### src/rtl/obstacle_field_gen.sv
// Multi-lane scrolling obstacle field with LFSR-driven spawning, MIN_GAP spacing and player collision.
// Optional pass counter enabled by defining OBST_PASS_COUNT_EN; otherwise pass_cnt is tied to zero.
module obstacle_field_gen #(
    parameter int          WIDTH      = 16,
    parameter int          LANES      = 2,
    parameter int          MIN_GAP    = 3,
    parameter int          PLAYER_COL = 12,
    parameter logic [15:0] SEED       = 16'hACE1
) (
    input  logic                     clk,
    input  logic                     rst,
    input  logic                     en,
    input  logic [7:0]               density,
    input  logic [1:0]               player_lane,
    output logic [LANES*WIDTH-1:0]   obstacles,
    output logic                     hit,
    output logic [15:0]              pass_cnt
);

    localparam logic [3:0]  GAP_MAX   = 4'(MIN_GAP);
    localparam logic [2:0]  LANES_W   = 3'(LANES);
    localparam logic [15:0] LFSR_MASK = 16'hB400;

    logic [15:0]            lfsr_q, lfsr_d;
    logic [3:0]             gap_cnt_q, gap_cnt_d;
    logic [LANES*WIDTH-1:0] obstacles_q, obstacles_d;
    logic                   spawn_ok;
    logic [1:0]             spawn_lane;

    always_comb begin
        // Galois right-shift LFSR runs every cycle so spawn timing is not tied to the tick rate
        lfsr_d      = {1'b0, lfsr_q[15:1]} ^ (lfsr_q[0] ? LFSR_MASK : 16'h0000);
        spawn_ok    = (gap_cnt_q >= GAP_MAX) && (lfsr_q[7:0] < density);
        spawn_lane  = ({1'b0, lfsr_q[9:8]} >= LANES_W) ? 2'd0 : lfsr_q[9:8];
        obstacles_d = obstacles_q;
        gap_cnt_d   = gap_cnt_q;
        if (en) begin
            for (int l = 0; l < LANES; l++) begin
                obstacles_d[l*WIDTH +: WIDTH] =
                    {obstacles_q[l*WIDTH +: WIDTH-1], spawn_ok && (spawn_lane == 2'(l))};
            end
            if (spawn_ok) begin
                gap_cnt_d = 4'd0;
            end else if (gap_cnt_q < GAP_MAX) begin
                gap_cnt_d = gap_cnt_q + 4'd1;
            end
        end
    end

    always_ff @(posedge clk or posedge rst) begin
        if (rst) begin
            lfsr_q      <= SEED;
            gap_cnt_q   <= GAP_MAX;
            obstacles_q <= '0;
        end else begin
            lfsr_q      <= lfsr_d;
            gap_cnt_q   <= gap_cnt_d;
            obstacles_q <= obstacles_d;
        end
    end

    // Lanes beyond LANES have no cells, so the player there can never be hit
    always_comb begin
        hit = 1'b0;
        for (int l = 0; l < LANES; l++) begin
            if (player_lane == 2'(l)) begin
                hit = obstacles_q[l*WIDTH + PLAYER_COL];
            end
        end
    end

    assign obstacles = obstacles_q;

`ifdef OBST_PASS_COUNT_EN
    logic [15:0] pass_cnt_q, pass_cnt_d;
    logic        exit_any;

    always_comb begin
        exit_any = 1'b0;
        for (int l = 0; l < LANES; l++) begin
            exit_any = exit_any | obstacles_q[l*WIDTH + WIDTH - 1];
        end
        pass_cnt_d = pass_cnt_q;
        if (en && exit_any && (pass_cnt_q != 16'hFFFF)) begin
            pass_cnt_d = pass_cnt_q + 16'd1;
        end
    end

    always_ff @(posedge clk or posedge rst) begin
        if (rst) begin
            pass_cnt_q <= 16'h0000;
        end else begin
            pass_cnt_q <= pass_cnt_d;
        end
    end

    assign pass_cnt = pass_cnt_q;
`else
    assign pass_cnt = 16'h0000;
`endif

endmodule

### config.mk
export PLATFORM = sky130hd
export DESIGN_NAME = obstacle_field_gen
export DESIGN_NICKNAME = d
export VERILOG_FILES = /design/src/rtl/obstacle_field_gen.sv
export SDC_FILE = /design/constraint.sdc
export NUM_CORES = 1
export LEC_CHECK = 0
export ABC_AREA = 1
export CAP_MARGIN = 20
export CELL_PAD_IN_SITES_DETAIL_PLACEMENT = 1
export CELL_PAD_IN_SITES_GLOBAL_PLACEMENT = 2
export CORE_UTILIZATION = 30
export CTS_CLUSTER_SIZE = 20
export DETAILED_ROUTE_END_ITERATION = 10
export PLACE_DENSITY = 0.84
export SLEW_MARGIN = 20
export SYNTH_ARGS = -nofsm -noshare
export SYNTH_HDL_FRONTEND = slang
export SYNTH_SLANG_ARGS = --single-unit
### constraint.sdc
create_clock -name clk -period 4.1 [get_ports clk]
set_input_delay 0.41 -clock clk [delete_from_list [all_inputs] [get_ports clk]]
set_output_delay 0.41 -clock clk [all_outputs]
set_load 0.02 [all_outputs]
## After elaboration in Yosys (flattened, before gate mapping)

Index checks and enable logic that the tools add are counted.

| cells by class | value |
|---|---|
| $add $sub $neg | 1 |
| $lt $le $gt $ge | 4 |
| eq/ne operators | 2 |
| mux-type cells | 6 |
| bitwise logic cells | 1 |
| reductions and logical operators | 7 |

Operator list:

| operator | count |
|---|---|
| $mux 16 | 1 |
| $xor 15x16->16 | 1 |
| $lt 8x8->1 | 1 |
| $mux 4 | 2 |
| $add 4x1->4 const B | 1 |
| $eq 2x1->1 const B | 2 |
| $ge 4x2->1 const B | 1 |
| $logic_not 2->1 | 2 |
| $lt 4x2->1 const B | 1 |
| $logic_and 1x1->1 | 3 |
| $ge 2x2->1 const B | 1 |
| $mux 1 | 2 |
| $mux 2 | 1 |
| $reduce_and 2->1 | 1 |
| $reduce_bool 2->1 | 1 |

| word-level totals | value |
|---|---|
| flip-flop bits (word level) | 52 |
| bits of input ports | 13 |
| output and inout bits | 49 |
| word-level logic and storage cells | 24 |

## Logic depth before layout (Yosys ltp)

Gate-level depths: netlist (run 1).

| depth | value |
|---|---|
| word-level depth | 4 |
| depth in mapped cells | 11 |

## Worst setup path before layout (run 1)

OpenSTA, ideal clock, no wires.

| timing path | value |
|---|---|
| path kind | reg-to-output |
| from | register obstacles_q[28] (netlist: obstacles[28]) |
| to | output port hit |
| arrival | 1.066 ns |
| data required time | 3.690 ns |
| path slack | 2.624 ns |
| stages on the path, launching flop included | 3 |
| path buffers | 0 |
| cell sequence | dfrtp_1 > inv_1 > a211oi_1 |

| between the ends | value |
|---|---|
| word-level cells in the longest chain between the ends | 1 |

Ends and longest elaborated chain:

| element | RTL line | source |
|---|---|---|
| start: declaration | 26 | `logic [LANES*WIDTH-1:0] obstacles_q, obstacles_d;` |
| start signal: assignment | 58 | `obstacles_q <= obstacles_d;` |
| $mux 1 | 66 | `if (player_lane == 2'(l)) begin` |
| end: declaration | 16 | `output logic hit,` |

Every way passes these cells.

## Worst setup path after layout (run 1)

| timing path | value |
|---|---|
| from | input port player_lane[0] |
| to | output port hit |

| between the ends | value |
|---|---|
| word-level cells in the longest chain between the ends | 3 |
| elaborated cells between the ends (all ways) | 4 |

Ends and longest elaborated chain:

| element | RTL line | source |
|---|---|---|
| start: declaration | 14 | `input logic [1:0] player_lane,` |
| $logic_not 2->1 | 66 |  |
| $mux 1 | 66 |  |
| $mux 1 * | 66 |  |

Every way passes the cells marked *; elsewhere a longest branch is shown, timed or not.

==> results by stage, run 1 <==
Route:
- The detail route stage leaves a number of antenna-violating nets equal to 0.
- After detailed routing, the total wire length is 4090 um.
- After detailed routing, the number of remaining DRC violations is 0.
- The routed layout has 1515 vias.
- After the first detailed-routing iteration, the DRC count stood at 54.
- Using the TritonRoute via totals, the vias-per-cell ratio works out to 4.084.
- Dividing the detail-routed wire length by the instance count gives 11.02 um.
- The count of TritonRoute iterations in the first routing pass is 4.

Setup path:
- The worst setup path is captured at an output pin.
- The worst setup path is launched from an input pin.
- The data arrival time at the worst-slack endpoint is 1.75 ns.
- STA puts the critical path data required time at 3.69 ns.
- By startpoint and endpoint, the worst setup path is classified as in -> out.
- Measured in cells, the most critical reg-to-reg path has a length of 6.
- Along the worst path, the maximum fanout reaches 2.

Die:
- The total die area is 7636 um2.
- From left edge to right edge, the die measures 87.39 um.
- Once the floorplan was initialized, standard cells occupied 31.67% of the core.
- The placeable core region is 6907 um2.
- The floorplan has 30 rows.
- The die is 87.39 um tall.
- 62 I/O pins were placed.

Pwr:
- The internal power of the cells is 789.4 uW.
- In this run the power density over the cells is 396.2 nW/um2.
- The net switching power is 304.2 uW.
- IR analysis of the VDD net gives a maximum drop of 0.1270 mV.
- After layout, the design draws a total of 1.094 mW.
- Net switching is 27.82% of the power.
- The part of the power in registers is 54.0%.
- The part of the power in the clock network is 26.3%.
- Per report_power, the combinational group accounts for 19.7% of the total.
- The standby leakage power is 1.446 nW.

Status:
- The run finished with clean final reports.

Worst hold path:
- The class of the tightest hold or removal check is reg -> reg.
- The count of cells along the worst hold path is 0.

STA:
- The worst setup skew after layout is 0.002911 ns.
- The count of final max-slew check failures is 0.
- The final critical delay including setup and external delays is 2.162 ns.
- The highest achievable clock rate is 462.6 MHz.
- Setup repair after global routing left no endpoint under its margin.
- At the pin with the least slew margin, the transition time is 0.9447 ns.
- After layout, the worst setup slack is 1.938 ns.
- Headroom to the max-slew limit came out at 36.95%.
- The number of hold violations in the final report was 0.
- The number of failing setup endpoints in the final timing report is 0.
- The aggregate negative setup slack is 0 ns.
- The worst path uses 52.73% of the clock period.

GRT:
- The total global routing overflow is 0.
- Entering global routing, the biggest net connects 53 pins.
- The via count of the first global-routing pass came to 1588.
- The initial antenna violation count is 0.
- The overall track demand over capacity in global routing is 12.18%.
- The first-pass GRT wire length is 7258 um.

Synthesis:
- In this run the cell area of the synthesized design comes to 2187 um2.
- The synthesized-area fraction occupied by xor and xnor cells is 1.201%.
- For this run, the number of Yosys warnings is 0.
- The largest total area in the synthesized netlist belongs to sky130_fd_sc_hd__dfrtp_1.
- The flop and latch count out of synthesis is 52.
- The proportion of synthesized area in mux cells is 0%.
- In the post-synthesis netlist, the biggest area contributors are sky130_fd_sc_hd__dfrtp_1 (48%), sky130_fd_sc_hd__nand2_1 (17%), sky130_fd_sc_hd__dfstp_2 (12%).
- The fraction of the mapped netlist area in adder cells is 4.577%.
- Summed over its instances, the top area cell type makes up 48.05% of the synthesized netlist area.
- The compound-cell area share of the yosys netlist is 2.517%.
- The synthesized instance count is 229.
- In this run, distinct cell masters in the synthesized netlist total 23.
- In the synthesized netlist the dominant register cell turns out to be sky130_fd_sc_hd__dfrtp_1.
- For this run, the register share of the synthesized area comes to 60.07%.
- Counting flops with an async set or reset pin after synthesis yields a share of 100.0%.
- Summing the areas of all and, or, nand and nor instances in the mapped netlist gives 21.40% of the synthesized area.
- The number of flops mapped to enable cells by yosys is 0.
- The main combinational cell family by area after synthesis is simple AND/OR/NAND/NOR gates.
- The mean post-synth cell area is 9.551 um2.

Clock tree:
- Buffers inserted during clock tree synthesis total 5.
- The root buffer selected by CTS is sky130_fd_sc_hd__clkbuf_8.
- The later-pin clock latency in the skew report is 0.29 ns.
- CTS saw 52 sinks.
- After clock tree synthesis, the repair step resized 0 gates.
- The longest clock path from root to sink contains 2 buffers.
- Clock-pin slew was measured on the worst setup and hold paths at 0.08 ns.
- The CTS tree is done.
- After clock tree synthesis, the flow added hold-fix buffers numbering 0.
- The number of levels the H-tree was split into is 2.
- The number of setup buffers added after CTS is 0.

Cells and area:
- The final antenna diode count is 0.
- The area of all placed cells without fillers is 2760 um2.
- Of the cells placed in the final design, the portion with a size suffix greater than 1 is 8.727%.
- The growth of design area from synthesis to finish is 26.20%.
- Once layout is complete, the cells apart from fillers number 371.
- The count of nets after finishing is 295.

Placement:
- The number of buffer cells added on primary ports is 45.
- OpenSTA, run right after detailed placement, puts the worst setup slack at 1.897 ns.
- In this run the cell area measured after placement is 2669 um2.
- Summed over all nets, the half-perimeter wirelength after detailed placement is 2825 um.
- In this run, placement finished with an instance count of 363.
- The routability congestion estimate from global placement is 0.7113.

Run:
- Max-cap violations in this run came to 0.
## kinds of logic after synthesis
group / Yosys count
AO/OA/AOI/OAI: 10
XOR/XNOR: 3
adder cells (fa/ha/maj): 8
buffers and inverters: 41
flip-flops: 52
other: 1
AND/OR/NAND/NOR: 114
## cell usage after synthesis, types with 2 or more instances
master                       n
sky130_fd_sc_hd__nor2_1      5
sky130_fd_sc_hd__o21ai_0     4
sky130_fd_sc_hd__xor2_1      3
sky130_fd_sc_hd__a21oi_1     3
sky130_fd_sc_hd__dfrtp_1    42
sky130_fd_sc_hd__nand2_2     2
sky130_fd_sc_hd__buf_4      16
sky130_fd_sc_hd__nand3_1     3
sky130_fd_sc_hd__dfstp_2    10
sky130_fd_sc_hd__inv_1      17
sky130_fd_sc_hd__ha_1        8
sky130_fd_sc_hd__clkbuf_1    2
sky130_fd_sc_hd__nand2_1   100
sky130_fd_sc_hd__buf_2       5
## cell usage in the layout (no fill, tap or decap)
cell type / n
sky130_fd_sc_hd__nor3_4: 1
sky130_fd_sc_hd__a211oi_1: 1
sky130_fd_sc_hd__clkbuf_1: 2
sky130_fd_sc_hd__nand2_2: 2
sky130_fd_sc_hd__clkinv_2: 1
sky130_fd_sc_hd__conb_1: 16
sky130_fd_sc_hd__o21ai_0: 4
sky130_fd_sc_hd__or2_1: 1
sky130_fd_sc_hd__o21a_1: 1
sky130_fd_sc_hd__nand3_4: 1
sky130_fd_sc_hd__ha_1: 8
sky130_fd_sc_hd__o21ai_1: 1
sky130_fd_sc_hd__dfstp_2: 10
sky130_fd_sc_hd__a21oi_1: 3
sky130_fd_sc_hd__clkbuf_8: 6
sky130_fd_sc_hd__nor2_2: 1
sky130_fd_sc_hd__dfrtp_1: 42
sky130_fd_sc_hd__nand2_1: 100
sky130_fd_sc_hd__inv_2: 1
sky130_fd_sc_hd__buf_4: 1
sky130_fd_sc_hd__inv_1: 16
sky130_fd_sc_hd__xor2_1: 3
sky130_fd_sc_hd__nand3_1: 3
sky130_fd_sc_hd__nor2_1: 5
sky130_fd_sc_hd__clkdlybuf4s50_1: 45
## metrics by stage
| step | hold WS (ns) | util (%) |
|---|---|---|
| 6_report | 0.3666 | 39.96 |
| 3_5_place_dp | 0.3384 | 38.64 |
| 5_1_grt | 0.3763 | 39.96 |
| 2_1_floorplan | 0.3330 | - |
| 3_3_place_gp | 0.3368 | 38.64 |
| 4_1_cts | 0.3707 | 39.95 |
## path summary, 6_finish.rpt
kind                                 from             to  slack [ns]
max                        player_lane[0]            hit        1.94
min                            lfsr_q[12]     lfsr_q[11]        0.37
max reg2reg                     lfsr_q[7]   gap_cnt_q[3]        2.60
min reg2reg                    lfsr_q[12]     lfsr_q[11]        0.37
max in group asynchronous             rst      lfsr_q[1]        3.00
min in group asynchronous             rst  obstacles[22]        0.59
## worst max-delay path, cell delays in order
cell,delay (ns)
sky130_fd_sc_hd__clkdlybuf4s50_1,0.47
sky130_fd_sc_hd__nor2_1,0.05
sky130_fd_sc_hd__a211oi_1,0.17
sky130_fd_sc_hd__clkdlybuf4s50_1,0.65
## layout make-up
cell class / count / area, um2
fillers: 830 / 4146
flip-flops and latches: 52 / 1314
multi-input cells: 151 / 709.4
repair buffers: 46 / 457.9
well taps: 96 / 120.1
clock buffers: 8 / 90.09
inverters: 18 / 68.82
## registers in the layout (all words and copies together) (netlist names)
name       count
obstacles     32
lfsr_q        16
gap_cnt_q      4
## metal layers
metal | global-route usage (%) | wire length, um | up-vias | part of all wire (%)
met5 | 0 | 0 | - | 0
met4 | 4.024 | 56 | 0 | 1.4
met3 | 2.749 | 200 | 5 | 4.9
met2 | 20.31 | 1888 | 37 | 46
met1 | 15.62 | 1945 | 719 | 48
li1 | - | - | 754 | -
## power by group through the flow
stage          sequential (mW)  clock (mW)  combinational (mW)
3_5_place_dp             0.602           0               0.219
5_1_grt                  0.599       0.319               0.241
3_3_place_gp             0.601           0               0.216
2_1_floorplan            0.634           0              0.0964
6_report                 0.591       0.287               0.216
4_1_cts                  0.592       0.307               0.221
(Power assumes the default switching activity.)
==> inputs of run 2 (changes only) <==
CORE_UTILIZATION = 25   (was 30)
PLACE_DENSITY = 0.75   (was 0.84)
clock period = 1.8 ns   (was 4.1 ns; I/O delays follow)
==> run 2 against run 1 <==
Final area up 1.9%; first-iteration DRC count down 52%; register-to-register slack worse by 2.3 ns; global-route usage down 0.96 points; count of clock-buffer cells in the layout down 2; worst setup slack worse by 1.6 ns; combinational power up 130%; flip-flop and latch count unchanged; die area up 20%; sequential share of layout area down 0.91 points; total power up 130%; critical path type is now reg -> out; largest cell class unchanged; highest routed layer unchanged.
==> results by stage, run 2 (synthesis results as in run 1) <==
Status:
- The flow ran to the end, and the final reports show no timing, DRC or antenna violations.

STA:
- The final critical delay including setup and external delays is 1.509 ns.
- The worst path uses 83.84% of the clock period.
- The number of failing setup endpoints in the final timing report is 0 (unchanged).
- The final worst slack came to 0.2909 ns (-1.647 ns).
- The count of final max-slew check failures is 0 (unchanged).
- Setup repair after global routing left no endpoint under its margin.
- The worst setup skew after layout is 0.01354 ns (+0.01063 ns).
- The number of hold violations in the final report is 0 (unchanged).
- The highest achievable clock rate is 662.6 MHz.
- The aggregate negative setup slack is 0 ns (unchanged).

Setup path:
- The biggest cell delay along the critical path was 0.62 ns (-0.03 ns).
- The data required time of the worst path is 1.62 ns (-2.07 ns).
- The class of the most critical setup path is reg -> out.
- The sum of buffers and inverters on the critical path is 1 (-1).
- Walking the worst path, the cells encountered are clkdlybuf4s50_1.
- The launching element type of the critical path is a flop.
- The biggest fanout along the worst timing path is 3 (+1).
- The data arrival time at the worst-slack endpoint is 1.33 ns (-0.42 ns).
- The endpoint type of the worst setup path is an output pin.
- The critical path's slowest cell is sky130_fd_sc_hd__clkdlybuf4s50_1.
- The kind of cell with the highest combined delay on the critical path is buffers and inverters.

GRT:
- The maximum number of pins on one net before global-route repair was 53 (unchanged).
- The first-pass GRT wire length is 7914 um (+9.0%).
- The total global routing overflow is 0 (unchanged).
- The overall track demand over capacity in global routing is 11.23% (-0.96 points).
- The via count of the first global-routing pass is 1628 (+2.5%).
- The initial antenna violation count was 0 (unchanged).

Clock tree:
- The clock slew seen by the registers of the worst setup and hold paths came to 0.10 ns (+0.02 ns).
- CTS placed an instance of sky130_fd_sc_hd__clkbuf_8 at the clock tree root.
- The later-pin clock latency in the skew report is 0.30 ns (about the same).
- The count of buffers added by post-CTS timing repair for setup came to 0 (unchanged).
- The maximum clock insertion buffer count was 2 (unchanged).
- The hold-fix buffer count after cts came to 0 (unchanged).
- The number of gates given a new drive strength after cts is 0 (unchanged).
- The number of levels the H-tree was split into is 2 (unchanged).
- TritonCTS built the clock tree.
- The total CTS buffers came to 5 (unchanged).
- The number of sinks handled by clock tree synthesis was 52 (unchanged).

Placement:
- The detailed placer's ending HPWL came to 3153 um (+12%).
- The routability congestion estimate from global placement is 0.6684 (-6.0%).
- The placed instance count is 376 (+3.6%).
- The pre-CTS worst setup slack is 0.09392 ns (-1.803 ns).
- The number of buffer cells added on primary ports is 45 (unchanged).

Cells and area:
- The most frequent standard cell in the layout excluding fill and tap cells is sky130_fd_sc_hd__nand2_1.
- The filler cell count in the final layout is 965 (+16%).
- Leaving out fill and tap cells, the most frequent cells in the layout are sky130_fd_sc_hd__nand2_1 (100), sky130_fd_sc_hd__clkdlybuf4s50_1 (44), sky130_fd_sc_hd__dfrtp_1 (42), sky130_fd_sc_hd__inv_1 (16), sky130_fd_sc_hd__conb_1 (16).
- The number of flip-flops under the largest register name is 32 (unchanged).
- The share of final-layout standard cells stronger than drive strength 1 is 10.39% (+1.7 points).
- The final antenna diode count is 0 (unchanged).
- The count of nets after finishing is 299 (+1.4%).
- From synthesis to final layout, the design area changed by 28.66%.
- The number of standard cells in the final layout excluding fillers came to 384 (+3.5%).

Die:
- The die height is 95.53 um (+9.3%).
- The placeable core region is 8341 um2 (+21%).
- The total I/O pin count is 62 (unchanged).
- The site row count is 33 (+10%).
- The total die area was 9126 um2 (+20%).
- The width of the die was 95.53 um (+9.3%).
- The starting density of the core was 26.22% (-5.4 points).

Route:
- The remaining number of nets flagged by the antenna check after routing is 0 (unchanged).
- The post-detailed-route wirelength per cell was 11.65 um (+5.7%).
- The ratio of routed vias to standard cells was 4.055 (-0.71%).
- The count of TritonRoute iterations in the first routing pass came to 4 (unchanged).
- The total length of routed wires came to 4473 um (+9.4%).
- The number of DRC markers in iteration 0 is 26 (-52%).
- The residual DRC count came to 0 (unchanged).
- The via count of the routed design is 1557 (+2.8%).

Pwr:
- The areal power density over the cells is 889.5 nW/um2 (+120%).
- The maximum VDD drop is 0.2826 mV (+120%).
- The standby leakage power is 1.483 nW (+2.5%).

Worst hold path:
- The tightest min-delay check is of the in -> async type.

Run:
- The reported max-cap violation count was 0 (unchanged).
-- run 2: cell types whose count changed in the layout (fill, tap and decap cells not counted), sizes merged --
cell | previous run | this run
clkdlybuf4s50 | 45 | 44
buf | 1 | 5
inv | 17 | 18
clkinvlp | 0 | 1
clkbuf | 8 | 6
dlymetal6s2s | 0 | 1
-- run 2: final cells by class --
class | instances | area, um2 | share of cell area (%)
Clock buffer | 6 | 72.57 | 2.579
Clock inverter | 2 | 16.27 | 0.5780
Inverter | 18 | 67.56 | 2.401
Multi-Input combinational cell | 151 | 709.4 | 25.21
Sequential cell | 52 | 1314 | 46.69
Tap cell | 105 | 131.4 | 4.669
Timing Repair Buffer | 50 | 503.0 | 17.87
-- run 2: metrics by stage --
| stage | hold WS, ns | total power [mW] | cell area (um2) | util [%] |
|---|---|---|---|---|
| after global routing | 0.2779 | 2.662 | 2814 | 33.74 |
| after detailed placement | 0.3478 | 1.877 | 2723 | 32.64 |
| final | 0.2371 | 2.503 | 2814 | 33.74 |
| after floorplan | 0.3330 | 1.664 | 2243 | - |
| after CTS | 0.2464 | 2.562 | 2811 | 33.71 |
| after global placement | 0.3366 | 1.869 | 2723 | 32.64 |
-- run 2: per-layer routing --
layer  track usage, %  part of all wire (%)  vias to the layer above
li1                 -                     -                      753
met2            18.21                    49                       29
met4            2.985                  0.49                        0
met5                0                     0                        -
met3            2.392                   3.6                        2
met1            15.15                    47                      773
-- run 2: report_power, final --
part           internal (mW)  switching [mW]
clock                  0.277           0.380
combinational          0.222           0.282
sequential              1.27          0.0701
-- run 2: worst paths after layout --
| kind | startpoint | endpoint | slack, ns | cells after the start |
|---|---|---|---|---|
| worst max-delay path | obstacles[29] | obstacles[29] | 0.29 | 1 |
| worst min-delay path | rst | obstacles[23] | 0.24 | 3 |
| worst max register to register | lfsr_q[7] | gap_cnt_q[2] | 0.33 | 6 |
| worst min register to register | lfsr_q[12] | lfsr_q[11] | 0.37 | 0 |
| max in group asynchronous | rst | lfsr_q[11] | 1.27 | 3 |
| min in group clk | lfsr_q[12] | lfsr_q[11] | 0.37 | 0 |
==> inputs of run 3 (changes only) <==
clock period = 1.3 ns   (was 1.8 ns; I/O delays follow)
==> run 3 against run 2 <==
The run now ends with negative setup slack left; critical path depth rose by 5; first-iteration DRC count fell by 31%; combinational power rose by 34%; register-to-register slack got worse by 0.41 ns; sequential share of layout area fell by 1.0 points; clock power rose by 34%; count of clock-buffer cells in the layout rose by 1; final area rose by 2.3%; critical path type is now reg -> reg; critical endpoint is now gap_cnt_q[2]; largest cell class unchanged.
==> results by stage, run 3 (synthesis results as in run 1) <==
Status:
- The run finished, with violations left.
- The final reports fail on negative setup slack.

Pwr:
- The part of the power in registers was 54.4% (+0.8 points).
- The switching share of total power is 29.49% (+0.24 points).
- The standby leakage power is 1.646 nW (+11%).
- The internal power of the cells is 2.405 mW (+36%).
- The proportion of power drawn by combinational gates was 19.8% (-0.3 points).
- The maximum VDD drop was 0.5278 mV (+87%).
- The areal power density over the cells is 1185 nW/um2 (+33%).
- The net switching power is 1.006 mW (+37%).
- The part of the power in the clock network is 25.8% (-0.5 points).

GRT:
- The initial antenna violation count is 0 (unchanged).
- The overall track demand over capacity in global routing is 10.88% (-0.35 points).
- The maximum number of pins on one net before global-route repair is 53 (unchanged).
- The first-pass GRT wire length is 7672 um (-3.1%).
- The via count of the first global-routing pass came to 1680 (+3.2%).
- The total global routing overflow is 0 (unchanged).

Clock tree:
- The clock slew seen by the registers of the worst setup and hold paths is 0.10 ns (about the same).
- The root buffer selected by CTS is sky130_fd_sc_hd__clkbuf_8.
- The later-pin clock latency in the skew report is 0.30 ns (about the same).
- The number of levels the H-tree was split into is 2 (unchanged).
- The hold-fix buffer count after cts was 0 (unchanged).
- TritonCTS built the clock tree.
- The maximum clock insertion buffer count is 2 (unchanged).
- The count of buffers added by post-CTS timing repair for setup is 0 (unchanged).
- The total CTS buffers is 5 (unchanged).
- The number of sinks handled by clock tree synthesis is 52 (unchanged).

Route:
- The number of DRC markers in iteration 0 is 18 (-31%).
- The length of routed wiring on met1 is 2078 um (-0.95%).
- The highest layer used for signal routing is met4.
- The residual DRC count is 0 (unchanged).
- The total length of routed wires is 4405 um (-1.5%).
- The remaining number of nets flagged by the antenna check after routing is 0 (unchanged).
- The post-detailed-route wirelength per cell is 11.27 um (-3.3%).
- The detailed route wirelength on metal2 is 2113 um (-3.5%).
- The ratio of routed vias to standard cells is 4.041 (-0.34%).
- The count of TritonRoute iterations in the first routing pass is 4 (unchanged).
- The met3 wirelength from detailed routing is 180 um (+11%).
- The via count of the routed design is 1580 (+1.5%).

STA:
- The final critical delay including setup and external delays is 1.385 ns.
- The aggregate negative setup slack is -0.4303 ns (-0.4303 ns).
- The final worst slack was -0.08450 ns (-0.3754 ns).
- The number of failing setup endpoints in the final timing report is 6 (+6).
- The worst setup skew after layout is 0.009204 ns (-0.004337 ns).
- The final hold slack came to 0.2433 ns (+0.006158 ns).
- Setup repair after global routing could not meet its margin everywhere.
- The count of final max-slew check failures is 0 (unchanged).
- The number of hold violations in the final report is 0 (unchanged).
- Based on the critical path, the design can be clocked at up to 722.3 MHz.
- The fraction of the cycle the final worst path needs is 106.5%.

Setup path:
- In this run the worst setup path begins at lfsr_q[5].
- The data required time of the worst path is 1.50 ns (-0.12 ns).
- The biggest fanout along the worst timing path is 5 (+2).
- The data arrival time at the worst-slack endpoint came to 1.58 ns (+0.25 ns).
- STA classifies the critical path startpoint as a flop.
- The endpoint type of the worst setup path is a flop.
- The startpoint identified for the worst register-to-register timing path is lfsr_q[5].
- The class of the most critical setup path is reg -> reg.

Die:
- The die height is 95.53 um (unchanged).
- The starting density of the core is 26.22% (unchanged).
- The total I/O pin count was 62 (unchanged).
- The width of the die is 95.53 um (unchanged).
- The placeable core region is 8341 um2 (unchanged).
- The total die area came to 9126 um2 (unchanged).
- The site row count is 33 (unchanged).

Cells and area:
- The post-layout utilization of the core came to 34.50% (+0.77 points).
- The share of final-layout standard cells stronger than drive strength 1 came to 16.43% (+6.0 points).
- The area of all placed cells without fillers is 2878 um2 (+2.3%).
- The count of nets after finishing is 306 (+2.3%).
- The library cells used most frequently in the layout, excluding fill and tap cells, are sky130_fd_sc_hd__nand2_1 (98), sky130_fd_sc_hd__dfrtp_1 (42), sky130_fd_sc_hd__dlygate4sd2_1 (30), sky130_fd_sc_hd__conb_1 (16), sky130_fd_sc_hd__inv_1 (15).
- The library cell used most frequently in the layout, excluding fill and tap cells, is sky130_fd_sc_hd__nand2_1.
- The final antenna diode count is 0 (unchanged).
- Compared with the post-synthesis result, the final layout area differs by 31.58%.
- The number of flip-flops under the largest register name came to 32 (unchanged).

Run:
- The reported max-cap violation count came to 0 (unchanged).

Placement:
- The routability congestion estimate from global placement is 0.6679 (about the same).
- The number of buffer cells added on primary ports is 45 (unchanged).
- The area of placed instances is 2820 um2 (+3.6%).
- The detailed placer's ending HPWL came to 3171 um (+0.58%).

Worst hold path:
- The tightest min-delay check is of the in -> async type.
## run 3: final cells by class
class | count | area (um2)
Fill cell | 972 | 5463
Sequential cell | 52 | 1314
Multi-Input combinational cell | 151 | 762.0
Timing Repair Buffer | 57 | 518.0
Tap cell | 105 | 131.4
Clock buffer | 7 | 76.32
Inverter | 18 | 71.32
Clock inverter | 1 | 5.005
## run 3: metrics by stage
step                      cells  worst slack (ns)  total power, mW
after floorplan             244          -0.02144            2.308
after global placement      383           -0.2800            2.627
after detailed placement    383           -0.3111            2.647
after CTS                   391           -0.1274            3.481
after global routing        391           -0.2158            3.609
final                       391          -0.08450            3.410
## run 3: repair_timing
action | in CTS | in global routing
resized for setup | 41 | 6
pin swaps | 6 | 1
endpoints found under the setup margin | 39 | 9
## run 3: layer usage
| metal | vias up | track usage [%] |
|---|---|---|
| li1 | 770 | - |
| met2 | 31 | 18.21 |
| met1 | 774 | 14.07 |
| met4 | 0 | 3.109 |
| met3 | 5 | 2.392 |
| met5 | - | 0 |
## run 3: path summary, 6_finish.rpt
kind | end | slack (ns) | depth (start not counted)
setup / recovery | gap_cnt_q[2] | -0.08 | 6
hold / removal | obstacles[25] | 0.24 | 3
setup reg to reg | gap_cnt_q[2] | -0.08 | 6
hold reg to reg | lfsr_q[11] | 0.36 | 0
max in group asynchronous | lfsr_q[13] | 0.77 | 3
min in group clk | lfsr_q[11] | 0.36 | 0
## run 3: worst max-delay path: stages (launching register included)
cell and delay (ns):
sky130_fd_sc_hd__dfstp_2 0.56, sky130_fd_sc_hd__ha_4 0.20, sky130_fd_sc_hd__a21oi_2 0.12, sky130_fd_sc_hd__o21a_1 0.18
sky130_fd_sc_hd__nand3_4 0.12, sky130_fd_sc_hd__nand2_2 0.08, sky130_fd_sc_hd__nor2_2 0.03
## run 3: power groups by stage
stage	sequential (mW)	clock, mW	combinational, mW
final	1.86	0.879	0.676
after global routing	1.88	0.970	0.760
after CTS	1.86	0.928	0.693
after detailed placement	1.89	0	0.760
after global placement	1.88	0	0.744
after floorplan	2.00	0	0.308
==> variant, RTL diff (settings of run 3) <==
The option `OBST_PASS_COUNT_EN` is turned on by a define.
--- a/src/rtl/obstacle_field_gen.sv
+++ b/src/rtl/obstacle_field_gen.sv
@@ -1,4 +1,6 @@
 // Multi-lane scrolling obstacle field with LFSR-driven spawning, MIN_GAP spacing and player collision.
 // Optional pass counter enabled by defining OBST_PASS_COUNT_EN; otherwise pass_cnt is tied to zero.
+`define OBST_PASS_COUNT_EN
+
 module obstacle_field_gen #(
     parameter int          WIDTH      = 16,
Behaviour: no difference found for any inputs over 10 cycles, from zero or initial values and one cycle with rst high; that may be too few to reach the edited logic, so the function may still have changed.
==> variant against run 3 <==
The flow finishes with violations (design-rule violations, negative setup slack). Final cell count is 57% higher. Sequential share of layout area is 9.6 points lower. Setup slack worse by 0.12 ns. Sequential power is 44% higher. Clock power grew to 2.8 times the old value. Sequential cell count is 16 higher. Power is 120% higher. Routed wire length is 93% higher. Area after synthesis is 37% higher. Design area is 65% higher. Largest cell class unchanged.
==> variant: results (changes against run 3) <==
| Metric | Value |
|---|---|
| FFs & Latches | `68 (+31%)` |
| Post-CTS Resized | `134 (+230%)` |
| CP Max Fanout | `6 (+1)` |
| Setup repair bufs after CTS | `4 (+4)` |
| Sequential share of cell area | `36.1% (-9.6 points)` |
| Top post-synthesis cells by count | `nand2_1, dfrtp_1, inv_1, nor2_1, o21ai_0` |
| DRC | `6 (+6)` |
| Fin nets | `486 (+59%)` |
| Non-clk buf share | `21.6% (+3.6 points)` |
| P_clk | `2.45 mW (+180%)` |
| Hold slack | `0.228 ns (-0.0153 ns)` |
| GRT Util Overall | `15.1% (+4.2 points)` |
| Multi-input logic cell count | `225 (+49%)` |
| Routed length on met1 | `3910 um (+88%)` |
| Setup ws final | `-0.208 ns (-0.124 ns)` |
| Largest net degree at the start of global routing | `40 (-25%)` |
| Met2 GRT Util | `26.9% (+8.7 points)` |
| Status | `complete, but fails checks` |
| Register area share after synthesis | `57.3% (-2.8 points)` |
| DRT Pass-1 Iters | `7 (+3)` |
| Met3 GRT Util | `3.59% (+1.2 points)` |
| Worst Setup EP | `pass_cnt[2]$_DFFE_PP0P_` |
| Clock transition at the registers of the reported paths | `0.06 ns (-0.04 ns)` |
| Grt met1 use | `17.9% (+3.9 points)` |
| Vias per cell | `4.32 (+6.9%)` |
| Dpl cells | `586 (+53%)` |
| Failing checks | `design-rule violations, negative setup slack` |
| Fraction of layout cells with a size suffix above 1 | `35.2% (+19 points)` |
| Number of global-route vias before repair | `2939 (+75%)` |
| DR vias | `2644 (+67%)` |
| Inverters | `39 (+21)` |
| Final clock-cell share | `6.33% (+3.5 points)` |
| DRT iter0 DRCs | `88 (+70)` |
| Endpoints failing setup | `22 (+16)` |
| CTS H-Tree Depth | `3 (+1)` |
==> variant: per-stage QoR <==
stage / instance area (um2) / power [mW]
floorplan: 3040 / 3.74
global placement: 4200 / 4.89
detailed placement: 4200 / 4.98
CTS: 4690 / 7.59
global route: 4760 / 8.00
finish: 4760 / 7.55
==> variant: cell families after synthesis <==
| kind of cell | Yosys count | synth area share (%) |
|---|---|---|
| AND/OR/NAND/NOR | 179 | 24.3 |
| XOR/XNOR | 13 | 3.81 |
| adder cells (fa/ha/maj) | 9 | 3.76 |
| flip-flops | 68 | 57.3 |
| AO/OA/AOI/OAI | 23 | 4.68 |
| buffers and inverters | 45 | 6.11 |
==> variant: worst max-delay path: stages, from the launching register on <==
cell     delay, ns
dfrtp_2       0.42
ha_4          0.17
inv_4         0.06
nor3_4        0.04
nand4_1       0.10
buf_6         0.15
nand2_8       0.10
buf_8         0.18
o21ai_2       0.11
nand2_1       0.07
